### config.mk
export PLATFORM = sky130hd
export DESIGN_NAME = instr_fetch
export DESIGN_NICKNAME = d
export VERILOG_FILES = /design/src/rtl/ifetch_pkg.sv /design/src/rtl/ifetch_pc_reg.sv /design/src/rtl/instr_fetch.sv
export SDC_FILE = /design/constraint.sdc
export NUM_CORES = 1
export LEC_CHECK = 0
export ABC_AREA = 1
export ABC_CLOCK_PERIOD_IN_PS = 3000
export BUFFER_PORTS_ARGS = -buffer_cell sky130_fd_sc_hd__buf_4
export CAP_MARGIN = 5
export CORE_MARGIN = 8
export CORE_UTILIZATION = 54
export DETAILED_ROUTE_END_ITERATION = 8
export GPL_TIMING_DRIVEN = 1
export PLACE_DENSITY = 0.86
export SYNTH_ARGS = -nofsm -noshare
export SYNTH_HDL_FRONTEND = slang
export SYNTH_SLANG_ARGS = --single-unit
export TNS_END_PERCENT = 10
### constraint.sdc
create_clock -name clk -period 3 [get_ports clk]
set_input_delay 0.45 -clock clk [delete_from_list [all_inputs] [get_ports clk]]
set_output_delay 0.45 -clock clk [all_outputs]
set_load 0.01 [all_outputs]
### src/rtl/ifetch_pkg.sv
// ifetch_pkg: shared state type and reset defaults for the fetch unit.
// IFETCH_ALIGN_CHK_EN enables the S_FAULT misaligned-redirect path.
package ifetch_pkg;

    localparam logic [31:0] IFETCH_RESET_PC   = 32'h0000_016C;
    localparam int unsigned IFETCH_INSN_BYTES = 4;

    typedef enum logic [2:0] {
        S_ADDR,
        S_STROBE,
        S_CAPTURE,
        S_HOLD,
        S_FAULT
    } ifetch_state_e;

endpackage

### src/rtl/ifetch_pc_reg.sv
// ifetch_pc_reg: fetch address register.
// Redirect load wins over sequential increment.
module ifetch_pc_reg
    import ifetch_pkg::*;
#(
    parameter logic [31:0] RESET_PC   = IFETCH_RESET_PC,
    parameter int unsigned INSN_BYTES = IFETCH_INSN_BYTES
) (
    input  logic        clk,
    input  logic        reset_n,
    input  logic        inc,
    input  logic        load,
    input  logic [31:0] load_pc,
    output logic [31:0] pc
);

    always_ff @(posedge clk or negedge reset_n) begin
        if (!reset_n) begin
            pc <= RESET_PC;
        end else if (load) begin
            pc <= load_pc;
        end else if (inc) begin
            pc <= pc + INSN_BYTES;
        end
    end

endmodule

### src/rtl/instr_fetch.sv
// instr_fetch: 4-phase ROM fetch with valid/ready hold and redirect.
// IFETCH_ALIGN_CHK_EN adds fetch_fault and the S_FAULT state.
module instr_fetch
    import ifetch_pkg::*;
#(
    parameter logic [31:0] RESET_PC   = IFETCH_RESET_PC,
    parameter int unsigned INSN_BYTES = IFETCH_INSN_BYTES
) (
    input  logic        clk,
    input  logic        reset_n,
    output logic [31:0] rom_addr,
    output logic        rom_cs,
    input  logic [31:0] rom_data,
    output logic        inst_valid,
    output logic [31:0] inst,
    output logic [31:0] inst_pc,
    input  logic        inst_ready,
    input  logic        redirect,
    input  logic [31:0] redirect_pc
`ifdef IFETCH_ALIGN_CHK_EN
    ,
    output logic        fetch_fault
`endif
);

    ifetch_state_e state_q, state_d;
    logic          pc_inc;
    logic          pc_load;
    logic          capture;
    logic          bad_redirect;
    logic [31:0]   rpc;
    logic [31:0]   pc;

`ifdef IFETCH_ALIGN_CHK_EN
    assign rpc          = redirect_pc;
    assign bad_redirect = redirect && (redirect_pc[1:0] != 2'b00);
`else
    assign rpc          = redirect_pc & ~32'h3;
    assign bad_redirect = 1'b0;
`endif

    ifetch_pc_reg #(
        .RESET_PC   (RESET_PC),
        .INSN_BYTES (INSN_BYTES)
    ) u_pc (
        .clk     (clk),
        .reset_n (reset_n),
        .inc     (pc_inc),
        .load    (pc_load),
        .load_pc (rpc),
        .pc      (pc)
    );

    // pc is a register, so the ROM address is registered and
    // only moves on the edge that leaves S_HOLD or on a redirect.
    assign rom_addr = pc;

    always_comb begin
        state_d = state_q;
        pc_inc  = 1'b0;
        pc_load = 1'b0;
        capture = 1'b0;
        if (bad_redirect) begin
            state_d = S_FAULT;
        end else if (redirect) begin
            pc_load = 1'b1;
            state_d = S_ADDR;
        end else begin
            unique case (state_q)
                S_ADDR:    state_d = S_STROBE;
                S_STROBE:  state_d = S_CAPTURE;
                S_CAPTURE: begin
                    capture = 1'b1;
                    state_d = S_HOLD;
                end
                S_HOLD: begin
                    if (inst_ready) begin
                        pc_inc  = 1'b1;
                        state_d = S_ADDR;
                    end
                end
                S_FAULT:   state_d = S_FAULT;
                default:   state_d = S_ADDR;
            endcase
        end
    end

    always_ff @(posedge clk or negedge reset_n) begin
        if (!reset_n) begin
            state_q    <= S_ADDR;
            rom_cs     <= 1'b0;
            inst_valid <= 1'b0;
            inst       <= 32'h0;
            inst_pc    <= 32'h0;
        end else begin
            state_q    <= state_d;
            rom_cs     <= (state_d == S_STROBE);
            inst_valid <= (state_d == S_HOLD);
            if (capture) begin
                inst    <= rom_data;
                inst_pc <= pc;
            end
        end
    end

`ifdef IFETCH_ALIGN_CHK_EN
    always_ff @(posedge clk or negedge reset_n) begin
        if (!reset_n) begin
            fetch_fault <= 1'b0;
        end else begin
            fetch_fault <= (state_d == S_FAULT);
        end
    end
`endif

endmodule

==> results.sh, run 1 <==
export IMPL_cellPowerDensity_mw_per_mm2=670
export IMPL_slew_violations=0
export IMPL_drt_iter0_drc=281
export IMPL_grt_ovfl_total=0
export IMPL_synth_top_cell_area_share_pct=48.7
export IMPL_drt_pre_antenna_iters=4
export IMPL_regArea_sq_mm=0.00243
export IMPL_power_switching_share_pct=32.2
export IMPL_relSlewSlack_pct=37.8
export IMPL_path_common_cell="nand2_1"
export IMPL_arrival_ns=2.19
export IMPL_grt_start_max_net_pins=78
export IMPL_hold_violations=0
export IMPL_final_common_cell="nand2_1"
export IMPL_yosys_area_top_type="dfrtp_1"
export IMPL_via_per_inst=5.22
export IMPL_cts_sinks=97
export IMPL_r2r_cells=10
export IMPL_cts_root_buf="clkbuf_8"
export IMPL_hp_class="in -> async"
export IMPL_io_buffers=159
export IMPL_die_height_microns=110
export IMPL_cts_setup_buffers=0
export IMPL_fin_skew_ns=0.0113
export IMPL_gp_congestion=0.855
export IMPL_place_hpwl_microns=10200
export IMPL_area_delta_synth_final_pct=30.7
export IMPL_via_count=4185
export IMPL_slowest_delay_ns=0.60
export IMPL_grt_pass1_vias=4282
export IMPL_cts_made_buffers=9
export IMPL_power_static_leakage_nw=3.20
export IMPL_ys_seq_area_share_pct=51.5
export IMPL_row_count=34
export IMPL_post_cts_resized=0
export IMPL_rsz0062_at_grt="false"
export IMPL_insertedDiodeCount=0
export IMPL_met1_usage_pct=28.8
export IMPL_ant_nets=0
export IMPL_synth_seq_cells=97
export IMPL_syn_area_sq_mm=0.00473
export IMPL_cp_max_fo=6
export IMPL_met3_usage_pct=5.04
export IMPL_dieArea_sq_mm=0.0120
export IMPL_tightest_slew_ns=0.933
export IMPL_clock_latency_ns=0.37
export IMPL_power_switching_mw=1.33
export IMPL_drt_total_wl_microns=13500
export IMPL_clock_fmax_mhz=521
export IMPL_multiInputGateArea_sq_mm=0.00199
export IMPL_path_class="reg -> reg"
export IMPL_fin_setup_tns_ns=0
export IMPL_htreeDepth=3
export IMPL_endpoint_kind="flip-flop"
export IMPL_period_needed_ns=1.92
export IMPL_critical_path_cell_chain="ha_1 > nand2_1 > nor2_2 > nand2_2 > nor2_2 > nand2_1 > nand2_1 > nand3_1 > nand2_1 > nand2_1"
export IMPL_cts_hold_buffers=0
export IMPL_synthFlopType="dfrtp_1"
export IMPL_ir_drop_uv=285
export IMPL_die_w_microns=110
export IMPL_worstPathRequired_ns=3.27
export IMPL_synthTopCellsByArea="dfrtp_1 49%, nand2_1 13%, mux2_4 10%"
export IMPL_grt_pass1_wl_microns=21400
export IMPL_async_flop_share_pct=100
export IMPL_period_share_pct=63.9
export IMPL_p_int_mw=2.81
export IMPL_start_kind="flip-flop"
export IMPL_p_total_mw=4.14
export IMPL_clock_path_buffers=2
export IMPL_nFillCells=666
export IMPL_pin_count=166
export IMPL_path_buf_inv=0
export IMPL_start_util_pct=55.0
export IMPL_final_cell_mix="165 x nand2_1, 162 x buf_4, 92 x dfrtp_1"
export IMPL_synth_cells=531
export IMPL_drive_gt1_share_pct=32.6
export IMPL_synth_edf_count=0
export IMPL_cts_tree="yes"
export IMPL_syn_avg_cell_area_sq_um=8.91
export IMPL_setup_violations=0
export IMPL_antenna_found_initial=0
export IMPL_cap_violations=0
export IMPL_cp_slowest_cell="dfstp_2"
export IMPL_crit_family="simple AND/OR/NAND/NOR gates"
export IMPL_nNetsFinal=757
export IMPL_yosys_cell_types_count=34
export IMPL_top_usage_layer="met2"
export IMPL_critical_path_cell_count=10
export IMPL_grt_util_met2_pct=37.3
export IMPL_clkPwrFrac_pct=21.5
export IMPL_grtUsageTotal_pct=22.7
export IMPL_clk_pin_slew_ns=0.10
export IMPL_p_comb_share_pct=33.2
export IMPL_core_area_sq_mm=0.00859
export IMPL_yosys_warnings=0
export IMPL_p_seq_share_pct=45.3
export IMPL_drc=0
export IMPL_status="completed"
export IMPL_wire_per_inst_microns=16.9
==> path summary, 6_finish.rpt <==
| check | slack (ns) | to | from |
|---|---|---|---|
| worst max register to register | 1.08 | u_pc.pc[26]$_DFFE_PN0N_ | u_pc.pc[3]$_DFFE_PN1N_ |
| max in group asynchronous | 2.05 | u_pc.pc[29]$_DFFE_PN0N_ | reset_n |
| worst min-delay path | 0.21 | inst[18]$_DFFE_PN0P_ | reset_n |
| min in group clk | 0.29 | u_pc.pc[19]$_DFFE_PN0N_ | redirect_pc[19] |
| worst max-delay path | 1.08 | u_pc.pc[26]$_DFFE_PN0N_ | u_pc.pc[3]$_DFFE_PN1N_ |
| worst min register to register | 0.49 | inst_pc[2]$_DFFE_PN0P_ | inst_pc[2]$_DFFE_PN0P_ |
==> Yosys cell counts, types with 2 or more instances <==
cell type and number:
nand2_1 165, dfrtp_1 92, inv_1 45, o21ai_0 45, nor2_1 43, nand3_1 37, mux2_4 32, clkbuf_1 7
buf_4 5, buf_6 5, dfstp_2 5, nor3_1 5, o211ai_1 5, nor2_2 4, o21bai_1 4, xor2_1 4
a21oi_1 3, buf_2 3, inv_2 3, a22oi_1 2, and2_1 2, nand2_2 2, o221ai_1 2
==> power by group through the flow <==
stage	Sequential, mW	Clock (mW)	Combinational, mW
4_1_cts	1.87	0.906	1.40
5_1_grt	1.92	0.958	1.50
2_1_floorplan	2.02	0	0.492
3_5_place_dp	1.89	0	1.39
6_report	1.88	0.890	1.38
3_3_place_gp	1.87	0	1.37
==> flip-flops by register name (all words and copies together) (netlist names) <==
register and cells:
inst 32, inst_pc 30, inst_valid 1, rom_cs 1, state_q 3, u_pc.pc 30
==> cells by family after synthesis <==
family | count (synthesis) | share of synthesized area (%)
xor+xnor | 4 | 0.741
other cells | 1 | 0.0793
simple gates | 261 | 22.5
flops | 97 | 51.5
fa+ha+maj | 1 | 0.265
buf+inv | 68 | 6.67
mux | 33 | 10.4
compound gates | 66 | 7.88
==> layout make-up <==
| cell class | count | area share (%) |
|---|---|---|
| inverters | 48 | 2.91 |
| repair buffers | 163 | 20.0 |
| clock buffers | 10 | 2.06 |
| multi-input cells | 369 | 32.2 |
| well taps | 108 | 2.19 |
| flip-flops and latches | 97 | 39.4 |
| clock inverters | 6 | 1.23 |
==> routing by layer <==
layer | up-vias | wire length (microns)
met3 | 17 | 1210
li1 | 2023 | -
met4 | 0 | 199
met2 | 175 | 6400
met5 | - | 0
met1 | 1970 | 5710
==> stage by stage <==
step	utilization [%]	setup slack (ns)	cells	instance area (sq um)	hold WS [ns]
final	71.9	1.08	801	6180	0.205
after global routing	71.9	0.858	801	6180	0.283
after CTS	71.9	1.13	801	6180	0.251
after detailed placement	69.6	0.907	785	5980	0.476
after global placement	69.6	0.958	785	5980	0.470
after floorplan	-	1.38	534	4740	0.154
Note: power is estimated with default switching activity, not from simulation.
==> inputs of run 2 (changes only) <==
Settings changed: ABC_CLOCK_PERIOD_IN_PS 3000 to 1890, CORE_UTILIZATION 54 to 50, PLACE_DENSITY 0.86 to 0.8.
Clock period 3 ns to 1.89 ns, I/O delays scaled along.
==> run 2 against run 1 <==
Against the previous run:
- sequential power grew 58%
- cell area rose by 1.2%
- flip-flop and latch count did not move
- fmax is 8.2% higher
- register-to-register slack worse by 0.96 ns
- critical path type unchanged
==> results.sh, run 2 (synthesis gave the netlist of run 1 again) <==
export IMPL_status="completed"
export IMPL_power_switching_mw=2.13
export IMPL_via_count=4221
export IMPL_pin_count=166
export IMPL_final_common_cell="nand2_1"
export IMPL_hold_violations=0
export IMPL_cellPowerDensity_mw_per_mm2=1040
export IMPL_drt_iter0_drc=268
export IMPL_antenna_found_initial=0
export IMPL_power_static_leakage_nw=3.23
export IMPL_start_util_pct=51.4
export IMPL_hold_depth=3
export IMPL_power_switching_share_pct=32.8
export IMPL_min_from="redirect_pc[24]"
export IMPL_clock_latency_ns=0.37
export IMPL_drc=0
export IMPL_grt_pass1_wl_microns=22300
export IMPL_relSlewSlack_pct=62.2
export IMPL_cts_tree="yes"
export IMPL_pre_cts_slack_ns=0.0455
export IMPL_die_w_microns=113
export IMPL_area_delta_synth_final_pct=32.2
export IMPL_reg_largest_list="inst: 32 flops, inst_pc: 30 flops, u_pc.pc: 30 flops"
export IMPL_rsz0062_at_grt="false"
export IMPL_htreeDepth=3
export IMPL_fin_skew_ns=0.0171
export IMPL_via_per_inst=5.22
export IMPL_p_comb_share_pct=34.0
export IMPL_grt_start_max_net_pins=56
export IMPL_nNetsFinal=761
export IMPL_slowest_delay_ns=0.59
export IMPL_grt_pass1_vias=4386
export IMPL_path_class="reg -> reg"
export IMPL_critical_path_cell_count=8
export IMPL_setup_ws_ns=0.117
export IMPL_r2r_start="u_pc.pc[3]$_DFFE_PN1N_"
export IMPL_path_common_cell="nand3_1"
export IMPL_cts_root_buf="clkbuf_8"
export IMPL_r2r_slack_ns=0.12
export IMPL_p_seq_share_pct=45.7
export IMPL_r2r_cells=8
export IMPL_grt_ovfl_total=0
export IMPL_hold_end="u_pc.pc[24]$_DFFE_PN0N_"
export IMPL_instances_no_fill=808
export IMPL_tightest_slew_ns=0.568
export IMPL_cap_violations=0
export IMPL_die_height_microns=113
export IMPL_io_buffers=159
export IMPL_period_share_pct=93.8
export IMPL_crit_family="flip-flops"
export IMPL_p_int_mw=4.37
export IMPL_endpoint_kind="flip-flop"
export IMPL_drive_gt1_share_pct=33.4
export IMPL_clk_pin_slew_ns=0.10
export IMPL_fin_util_pct=68.0
export IMPL_place_hpwl_microns=10300
export IMPL_hp_class="in -> reg"
export IMPL_clock_fmax_mhz=564
export IMPL_ant_nets=0
export IMPL_drt_pre_antenna_iters=5
export IMPL_setup_violations=0
export IMPL_slew_violations=0
export IMPL_fin_setup_tns_ns=0
export IMPL_cts_setup_buffers=0
export IMPL_cp_max_fo=6
export IMPL_arrival_ns=2.06
export IMPL_ir_drop_uv=481
export IMPL_wire_per_inst_microns=17.1
export IMPL_final_cell_mix="165 x nand2_1, 163 x buf_4, 92 x dfrtp_1"
export IMPL_worstReg2RegEnd="u_pc.pc[16]$_DFFE_PN0N_"
export IMPL_cts_made_buffers=9
export IMPL_clock_path_buffers=2
export IMPL_row_count=35
export IMPL_drt_total_wl_microns=13800
export IMPL_gp_congestion=0.905
export IMPL_clkPwrFrac_pct=20.2
export IMPL_grtUsageTotal_pct=21.6
export IMPL_largest_register_ffs=32
export IMPL_numPlacedInstances=791
export IMPL_core_area_sq_mm=0.00920
export IMPL_largest_register="inst"
export IMPL_cp_slowest_cell="dfstp_2"
export IMPL_start_kind="flip-flop"
export IMPL_period_needed_ns=1.77
export IMPL_cts_sinks=97
export IMPL_insertedDiodeCount=0
export IMPL_worstPathRequired_ns=2.18
export IMPL_dieArea_sq_mm=0.0128
export IMPL_path_buf_inv=1
export IMPL_critical_path_cell_chain="ha_1 > nand2_1 > nor2_4 > nand3_1 > buf_4 > o21ai_0 > nand3_1 > o211ai_1"
export IMPL_nFillCells=754
[run 2: cell count changes in the layout (fill, tap and decap cells not counted)]
cell and delta:
nand2_2 -1, clkinv_2 +1, buf_4 +1, clkinv_4 -1
nand2_4 +1, clkbuf_8 +1, nor2_4 +3, inv_6 +2
bufinv_16 -1, nor2_1 -3, inv_8 -1, buf_12 +2
clkbuf_1 -1, dlygate4sd3_1 +1
[run 2: cell type report]
cell class | count | area, sq um | area share [%]
multi-input cells | 369 | 2020 | 32.3
flip-flops and latches | 97 | 2430 | 38.9
well taps | 111 | 139 | 2.22
clock inverters | 6 | 48.8 | 0.780
clock buffers | 10 | 138 | 2.20
inverters | 48 | 180 | 2.88
repair buffers | 167 | 1290 | 20.7
[run 2: power by group through the flow]
stage | clock network (mW) | registers, mW | logic, mW
after CTS | 1.35 | 2.97 | 2.24
after global placement | 0 | 2.97 | 2.19
after global routing | 1.42 | 3.04 | 2.41
final | 1.32 | 2.97 | 2.21
after detailed placement | 0 | 3.01 | 2.23
after floorplan | 0 | 3.21 | 0.781
[run 2: what timing repair did]
action / 4_1_cts / 5_1_grt
hold buffers: 1 / 0
gates resized for setup: 0 / 7
endpoints found under the setup margin: 0 / 10
endpoints found under the hold margin: 36 / 0
[run 2: routing by layer]
layer,routed length (microns),global-route usage (%)
met1,6140,27.8
met2,6350,34.6
met3,1180,5.91
met4,148,6.48
met5,0,0
[run 2: worst register-to-register path: cells and delay by family, from the launching register on]
kind / cells / cell delay [ns]
DFF: 1 / 0.59
buffers and inverters: 1 / 0.17
AOI/OAI and AO/OA: 2 / 0.25
and+or+nand+nor: 4 / 0.49
adders and majority gates: 1 / 0.19
[run 2: stage by stage]
step / area (sq um) / total power, mW / hold slack, ns
final: 6250 / 6.50 / 0.121
after global routing: 6250 / 6.87 / 0.123
after CTS: 6220 / 6.56 / 0.107
after detailed placement: 6030 / 5.23 / 0.317
after global placement: 6030 / 5.16 / 0.306
after floorplan: 4740 / 3.99 / -0.0121
[run 2: worst max-delay path by stage]
stage	startpoint	to	slack [ns]
after detailed placement	u_pc.pc[3]$_DFFE_PN1N_	u_pc.pc[26]$_DFFE_PN0N_	0.05
after global placement	u_pc.pc[3]$_DFFE_PN1N_	u_pc.pc[26]$_DFFE_PN0N_	0.11
after floorplan	u_pc.pc[3]$_DFFE_PN1N_	u_pc.pc[26]$_DFFE_PN0N_	0.27
after CTS	u_pc.pc[3]$_DFFE_PN1N_	u_pc.pc[26]$_DFFE_PN0N_	0.02
after global routing	u_pc.pc[3]$_DFFE_PN1N_	u_pc.pc[16]$_DFFE_PN0N_	0.02
final	u_pc.pc[3]$_DFFE_PN1N_	u_pc.pc[16]$_DFFE_PN0N_	0.12
